### src/rtl/vs_pattern_gen.sv
// vs_pattern_gen: video stream source producing frames with a bouncing solid
// box, driving the per_frame_vsync / href / clken / 24-bit pixel interface.
// Optional feature macro: VS_PATGEN_BAR_EN (8 vertical colour bars as the
// background instead of BG_COLOR).
module vs_pattern_gen #(
   parameter int          IMG_WIDTH  = 800,
   parameter int          IMG_HEIGHT = 600,
   parameter int          H_BLANK    = 40,
   parameter int          V_BLANK    = 10,
   parameter int          VS_LINES   = 2,
   parameter int          BOX_SIZE   = 64,
   parameter int          STEP       = 4,
   parameter logic [23:0] BOX_COLOR  = 24'hFFFFFF,
   parameter logic [23:0] BG_COLOR   = 24'h000000
) (
   input  logic        clk,
   input  logic        rst,
   input  logic        gen_en,
   output logic        per_frame_vsync,
   output logic        per_frame_href,
   output logic        per_frame_clken,
   output logic [23:0] per_img_24bit,
   output logic [15:0] frame_cnt,
   output logic        busy
);

   localparam logic [15:0] H_LAST = 16'(IMG_WIDTH + H_BLANK - 1);
   localparam logic [15:0] V_LAST = 16'(IMG_HEIGHT + V_BLANK - 1);
   localparam logic [15:0] W16    = 16'(IMG_WIDTH);
   localparam logic [15:0] H16    = 16'(IMG_HEIGHT);
   localparam logic [15:0] VB16   = 16'(V_BLANK);
   localparam logic [15:0] VS16   = 16'(VS_LINES);
   localparam logic [15:0] BOX16  = 16'(BOX_SIZE);
   localparam logic [15:0] STEP16 = 16'(STEP);

   typedef enum logic [1:0] {S_IDLE, S_RUN, S_DRAIN} state_t;

   state_t      state_q, state_d;
   logic        cnt_act;
   logic [15:0] h_cnt, v_cnt;
   logic        h_wrap, frame_end;
   logic [15:0] bx, by;
   logic        dir_x, dir_y;
   logic        vsync_p0, href_p0;
   logic [23:0] pix_p0;
   logic [23:0] bg_p0;
   logic [15:0] py;
   logic        in_box;

   // One axis of box motion: advance by STEP, bouncing off either edge.
   // Returns {new_dir, new_pos}; dir 0 = increasing, 1 = decreasing.
   function automatic logic [16:0] step_axis(input logic [15:0] pos,
                                             input logic        dir,
                                             input logic [15:0] limit);
      logic [16:0] res;
      if (!dir && (pos + BOX16 + STEP16 > limit))
         res = {1'b1, limit - BOX16};
      else if (dir && (pos < STEP16))
         res = {1'b0, 16'd0};
      else if (!dir)
         res = {1'b0, pos + STEP16};
      else
         res = {1'b1, pos - STEP16};
      return res;
   endfunction

`ifdef VS_PATGEN_BAR_EN
   localparam logic [15:0] BAR_W = 16'(IMG_WIDTH / 8);

   logic [15:0] bar_sub;
   logic [2:0]  bar_idx;

   function automatic logic [23:0] bar_color(input logic [2:0] idx);
      logic [23:0] c;
      case (idx)
         3'd0:    c = 24'hFFFFFF;
         3'd1:    c = 24'hFFFF00;
         3'd2:    c = 24'h00FFFF;
         3'd3:    c = 24'h00FF00;
         3'd4:    c = 24'hFF00FF;
         3'd5:    c = 24'hFF0000;
         3'd6:    c = 24'h0000FF;
         default: c = 24'h000000;
      endcase
      return c;
   endfunction

   // Bar index tracks h_cnt / (IMG_WIDTH/8) with a sub-counter instead of a divider.
   always_ff @(posedge clk) begin
      if (rst || !cnt_act || h_wrap) begin
         bar_sub <= '0;
         bar_idx <= '0;
      end else if (bar_sub == BAR_W - 16'd1) begin
         bar_sub <= '0;
         bar_idx <= bar_idx + 3'd1;
      end else begin
         bar_sub <= bar_sub + 16'd1;
      end
   end

   assign bg_p0 = bar_color(bar_idx);
`else
   assign bg_p0 = BG_COLOR;
`endif

   assign h_wrap    = cnt_act && (h_cnt == H_LAST);
   assign frame_end = h_wrap && (v_cnt == V_LAST);
   assign busy      = (state_q != S_IDLE);

   // State register.
   always_ff @(posedge clk) begin
      if (rst) state_q <= S_IDLE;
      else     state_q <= state_d;
   end

   // Next-state logic: a frame, once started, always runs to its last cycle.
   always_comb begin
      state_d = state_q;
      case (state_q)
         S_IDLE:  if (gen_en) state_d = S_RUN;
         S_RUN: begin
            if (frame_end) begin
               if (!gen_en) state_d = S_IDLE;
            end else if (!gen_en) begin
               state_d = S_DRAIN;
            end
         end
         S_DRAIN: if (frame_end) state_d = S_IDLE;
         default: state_d = S_IDLE;
      endcase
   end

   // Raster counters; cnt_act delays counting one cycle after leaving IDLE,
   // so the first frame cycle (0,0) starts on the edge after gen_en is taken.
   always_ff @(posedge clk) begin
      if (rst) begin
         cnt_act <= 1'b0;
         h_cnt   <= '0;
         v_cnt   <= '0;
      end else begin
         cnt_act <= (state_q != S_IDLE) && (state_d != S_IDLE);
         if (cnt_act) begin
            if (h_wrap) begin
               h_cnt <= '0;
               v_cnt <= (v_cnt == V_LAST) ? 16'd0 : v_cnt + 16'd1;
            end else begin
               h_cnt <= h_cnt + 16'd1;
            end
         end else begin
            h_cnt <= '0;
            v_cnt <= '0;
         end
      end
   end

   // Box position and frame counter advance together on the last frame cycle.
   always_ff @(posedge clk) begin
      if (rst) begin
         bx        <= '0;
         by        <= '0;
         dir_x     <= 1'b0;
         dir_y     <= 1'b0;
         frame_cnt <= '0;
      end else if (frame_end) begin
         {dir_x, bx} <= step_axis(bx, dir_x, W16);
         {dir_y, by} <= step_axis(by, dir_y, H16);
         frame_cnt   <= frame_cnt + 16'd1;
      end
   end

   // Stage p0: counter decode.
   assign py       = v_cnt - VB16;
   assign vsync_p0 = cnt_act && (v_cnt < VS16);
   assign href_p0  = cnt_act && (v_cnt >= VB16) && (h_cnt < W16);
   assign in_box   = (h_cnt >= bx) && (h_cnt < bx + BOX16) &&
                     (py >= by) && (py < by + BOX16);
   assign pix_p0   = !href_p0 ? 24'h000000 : (in_box ? BOX_COLOR : bg_p0);

   // Stage p1: registered stream outputs, cleared immediately by reset.
   always_ff @(posedge clk) begin
      if (rst) begin
         per_frame_vsync <= 1'b0;
         per_frame_href  <= 1'b0;
         per_frame_clken <= 1'b0;
         per_img_24bit   <= '0;
      end else begin
         per_frame_vsync <= vsync_p0;
         per_frame_href  <= href_p0;
         per_frame_clken <= href_p0;
         per_img_24bit   <= pix_p0;
      end
   end

endmodule

### config.mk
export PLATFORM = sky130hd
export DESIGN_NAME = vs_pattern_gen
export DESIGN_NICKNAME = d
export VERILOG_FILES = /design/src/rtl/vs_pattern_gen.sv
export SDC_FILE = /design/constraint.sdc
export NUM_CORES = 1
export LEC_CHECK = 0
export ABC_CLOCK_PERIOD_IN_PS = 3830
export CAP_MARGIN = 20
export CORE_AREA = 2 2 110 112
export CTS_CLUSTER_DIAMETER = 200
export DETAILED_ROUTE_END_ITERATION = 8
export DIE_AREA = 0 0 112 114
export PLACE_DENSITY_LB_ADDON = 0.3
export SLEW_MARGIN = 10
export SYNTH_ARGS = -nofsm -noshare
export SYNTH_HDL_FRONTEND = slang
export SYNTH_SLANG_ARGS = --single-unit
### constraint.sdc
create_clock -name clk -period 3.83 [get_ports clk]
set_input_delay 0.766 -clock clk [delete_from_list [all_inputs] [get_ports clk]]
set_output_delay 0.766 -clock clk [all_outputs]
set_load 0.01 [all_outputs]
==> flow_summary.json, run 1 <==
{
  "gp_congestion": 0.896,
  "critPathArrivalTime_ns": 3.59,
  "final_nets": 956,
  "comb_power_share_pct": 1.4,
  "first_global_vias": 5532,
  "overflow": 0,
  "cts_root_buf": "clkbuf_16",
  "final_core_utilization_pct": 63.3,
  "cts_tree": "done",
  "cts.path.max_buffers": 2,
  "synth_top_area_share_pct": 24.7,
  "finalSetupViolCount": 0,
  "r2r_slack_ns": 0.51,
  "drv_cap": 0,
  "async_flop_share_pct": 0,
  "syn_avg_cell_area_sq_um": 7.63,
  "holdWs_ns": 0.488,
  "cts.sinks": 84,
  "drive_gt1_share_pct": 4.04,
  "numCtsBuffers": 9,
  "slew_violations": 0,
  "die_h_um": 114,
  "yosys_register_bits": 84,
  "stdcell_area_sq_mm": 0.00741,
  "period_needed_ns": 3.32,
  "die_w_um": 112,
  "grt_setup_unrepaired": "false",
  "tightest_slew_ns": 0.994,
  "peakVddDrop_mv": 0.198,
  "outcome": "finished, final reports clean",
  "yosysSeqAreaShare_pct": 24.7,
  "htree_num_levels": 3,
  "start_util_pct": 58.1,
  "synth_largest_area_cell": "dfxtp_1",
  "drtIter0Drc": 391,
  "p_clk_share_pct": 49.7,
  "stdcell_count": 1038,
  "grt_max_degree": 42,
  "area_growth_pct": 9.00,
  "yosysMostFrequentCell": "nor2_1",
  "dr.pass1.iters": 5,
  "num-fill-cells": 1104,
  "insertion_delay_ns": 0.35,
  "dp_hpwl_um": 12100,
  "hp-class": "reg -> reg",
  "required_ns": 4.09,
  "start_kind": "register",
  "via_per_inst": 5.93,
  "fmax_mhz": 301,
  "critPathSlowestCell": "or3_1",
  "ctsResizeCount": 0,
  "drc": 0,
  "io_pins": 47,
  "synth_cells": 891,
  "p_leak_uw": 0.00252,
  "postPlaceCellArea_sq_mm": 0.00711,
  "finalHoldViolations": 0,
  "endpoint_kind": "register",
  "port_buffers": 46,
  "clk_pin_slew_ns": 0.06,
  "dr_total_vias": 6153,
  "cts_hold_buf": 0,
  "wl_per_cell_um": 15.4,
  "dieArea_sq_mm": 0.0128,
  "power_switching_uw": 402,
  "postRouteAntennaNets": 0,
  "critical_path.max_stage_delay_ns": 0.38,
  "finClkSkew_ns": 0.00425,
  "yosysWarnings": 0,
  "power_density_mw_per_mm2": 242,
  "synthFlopType": "dfxtp_1",
  "core_area_sq_mm": 0.0117,
  "syn_nets": 961,
  "antenna_found_initial": 0,
  "finalCritPeriodShare_pct": 86.8,
  "max_slew_margin_pct": 32.0,
  "pwr-share-seq_pct": 48.8,
  "insertedDiodeCount": 0,
  "synth_cell_types": 66,
  "synth_edf_count": 0,
  "ys_top_cells_by_count": "99 x nor2_1, 84 x dfxtp_1, 67 x ha_1",
  "synth_area_leaders": "dfxtp_1 25%, ha_1 12%, xnor2_1 6.8%",
  "switching_share_pct": 22.4,
  "place_inst": 1022,
  "crit_chain": "inv_1, ha_1, nor2b_1, or3_1, nand2b_1, or3_1, nor4_1, xor2_1, ha_1, a211oi_1, o2111ai_1, a31o_2, nor4_1",
  "rows": 40,
  "finalSetupTns_ns": 0,
  "grt_first_pass_wirelength_um": 26500,
  "crit_type": "reg -> reg",
  "postCtsSetupRepairBufs": 0,
  "syn_area_sq_mm": 0.00680,
  "p_int_uw": 1390,
  "grtUsageTotal_pct": 25.2,
  "worstPathMaxFanout": 6,
  "drt-total-wl_um": 16000
}
## cells in the final DEF (no fill, tap or decap), types with 3 or more instances in the layout
cell and count:
nor2_1 99, dfxtp_1 84, ha_1 67, nand2_1 61, xnor2_1 53, a21oi_1 48
inv_1 46, clkdlybuf4s50_1 46, o21ai_0 42, nor3_1 42, nand3_1 36, xor2_1 25
nand4_1 24, or3_1 21, and3_1 18, nand2b_1 14, nor4_1 13, a31oi_1 11
nor2b_1 10, o21a_1 9, a21o_1 9, clkbuf_16 9, and2_1 7, or4_1 7
mux2i_1 5, or2_2 4, o211ai_1 4, and4_1 4, o21bai_1 4, nor4b_1 4
buf_4 4, o41ai_1 3, nor3b_1 3, o31ai_1 3, o311ai_0 3, a211o_1 3
a211oi_1 3, a2111oi_0 3, inv_6 3
## worst max-delay path, delay by kind of cell, from the launching register on
family | cells | cell delay, ns
simple gates | 6 | 1.38
compound gates | 3 | 0.76
fa+ha+maj | 2 | 0.45
flops | 1 | 0.37
xor+xnor | 1 | 0.15
buf+inv | 1 | 0.12
## routing by layer
metal	vias to the layer above	part of all wire [%]	GRT usage, %
li1	3134	-	-
met1	2864	47	33.6
met2	126	47	41.1
met3	29	4.1	4.78
met4	0	2.1	9.02
met5	-	0	0
## cells by family after synthesis
logic type,Yosys count,synth area share [%]
adders and majority gates,67,12.3
DFF,84,24.7
AOI/OAI and AO/OA,168,15.9
muxes,6,0.902
and+or+nand+nor,375,28.2
xor gates and xnor gates,78,10.0
buffers and inverters,113,7.91
## power groups by stage
| stage | clock network [uW] | registers (uW) | logic [uW] |
|---|---|---|---|
| after floorplan | 0 | 897 | 15.7 |
| after global placement | 0 | 897 | 25.7 |
| after detailed placement | 0 | 898 | 25.7 |
| after CTS | 915 | 878 | 25.9 |
| after global routing | 944 | 878 | 28.2 |
| final | 894 | 878 | 25.5 |
## path summary, 6_finish.rpt
path                 startpoint           endpoint  cells past startpoint
setup / recovery       v_cnt[1]  per_img_24bit[22]                     13
hold / removal    frame_cnt[15]      frame_cnt[15]                      2
setup reg to reg       v_cnt[1]  per_img_24bit[22]                     13
hold reg to reg   frame_cnt[15]      frame_cnt[15]                      2
## per-stage QoR
step / setup WS [ns] / power (uW)
CTS: 0.545 / 1820
global route: 0.294 / 1850
finish: 0.506 / 1800
global placement: 0.705 / 923
floorplan: 0.889 / 913
detailed placement: 0.567 / 923
## area by class of cell
class                      count  area (sq um)  share of cell area (%)
clock buffer                   9           225                    3.04
timing repair buffer          50           490                    6.62
inverter                      47           176                    2.38
sequential                    84          1680                    22.7
tap                          147           184                    2.48
multi-input combinational    694          4580                    61.8
clock inverter                 7          73.8                   0.996
## flip-flops by register name, summed over array words and instances, names as in the netlist
signal	flops
cnt_act	1
bx	14
dir_y	1
h_cnt	16
v_cnt	16
frame_cnt	16
dir_x	1
state_q	2
per_img_24bit	1
per_frame_vsync	1
per_frame_clken	1
by	14
Power figures use the tool's default switching activity.
==> run 2: changes to the inputs <==
SKIP_CTS_REPAIR_TIMING = 1   (was unset)
==> results of run 2 <==
The final DEF is identical to that of run 1; final timing and power are the same.
==> run 3: changes to the inputs <==
HOLD_SLACK_MARGIN = 0.12   (was unset)
SKIP_LAST_GASP = 1   (was unset)
==> results of run 3 <==
The final DEF is identical to that of run 1; final timing and power are the same.
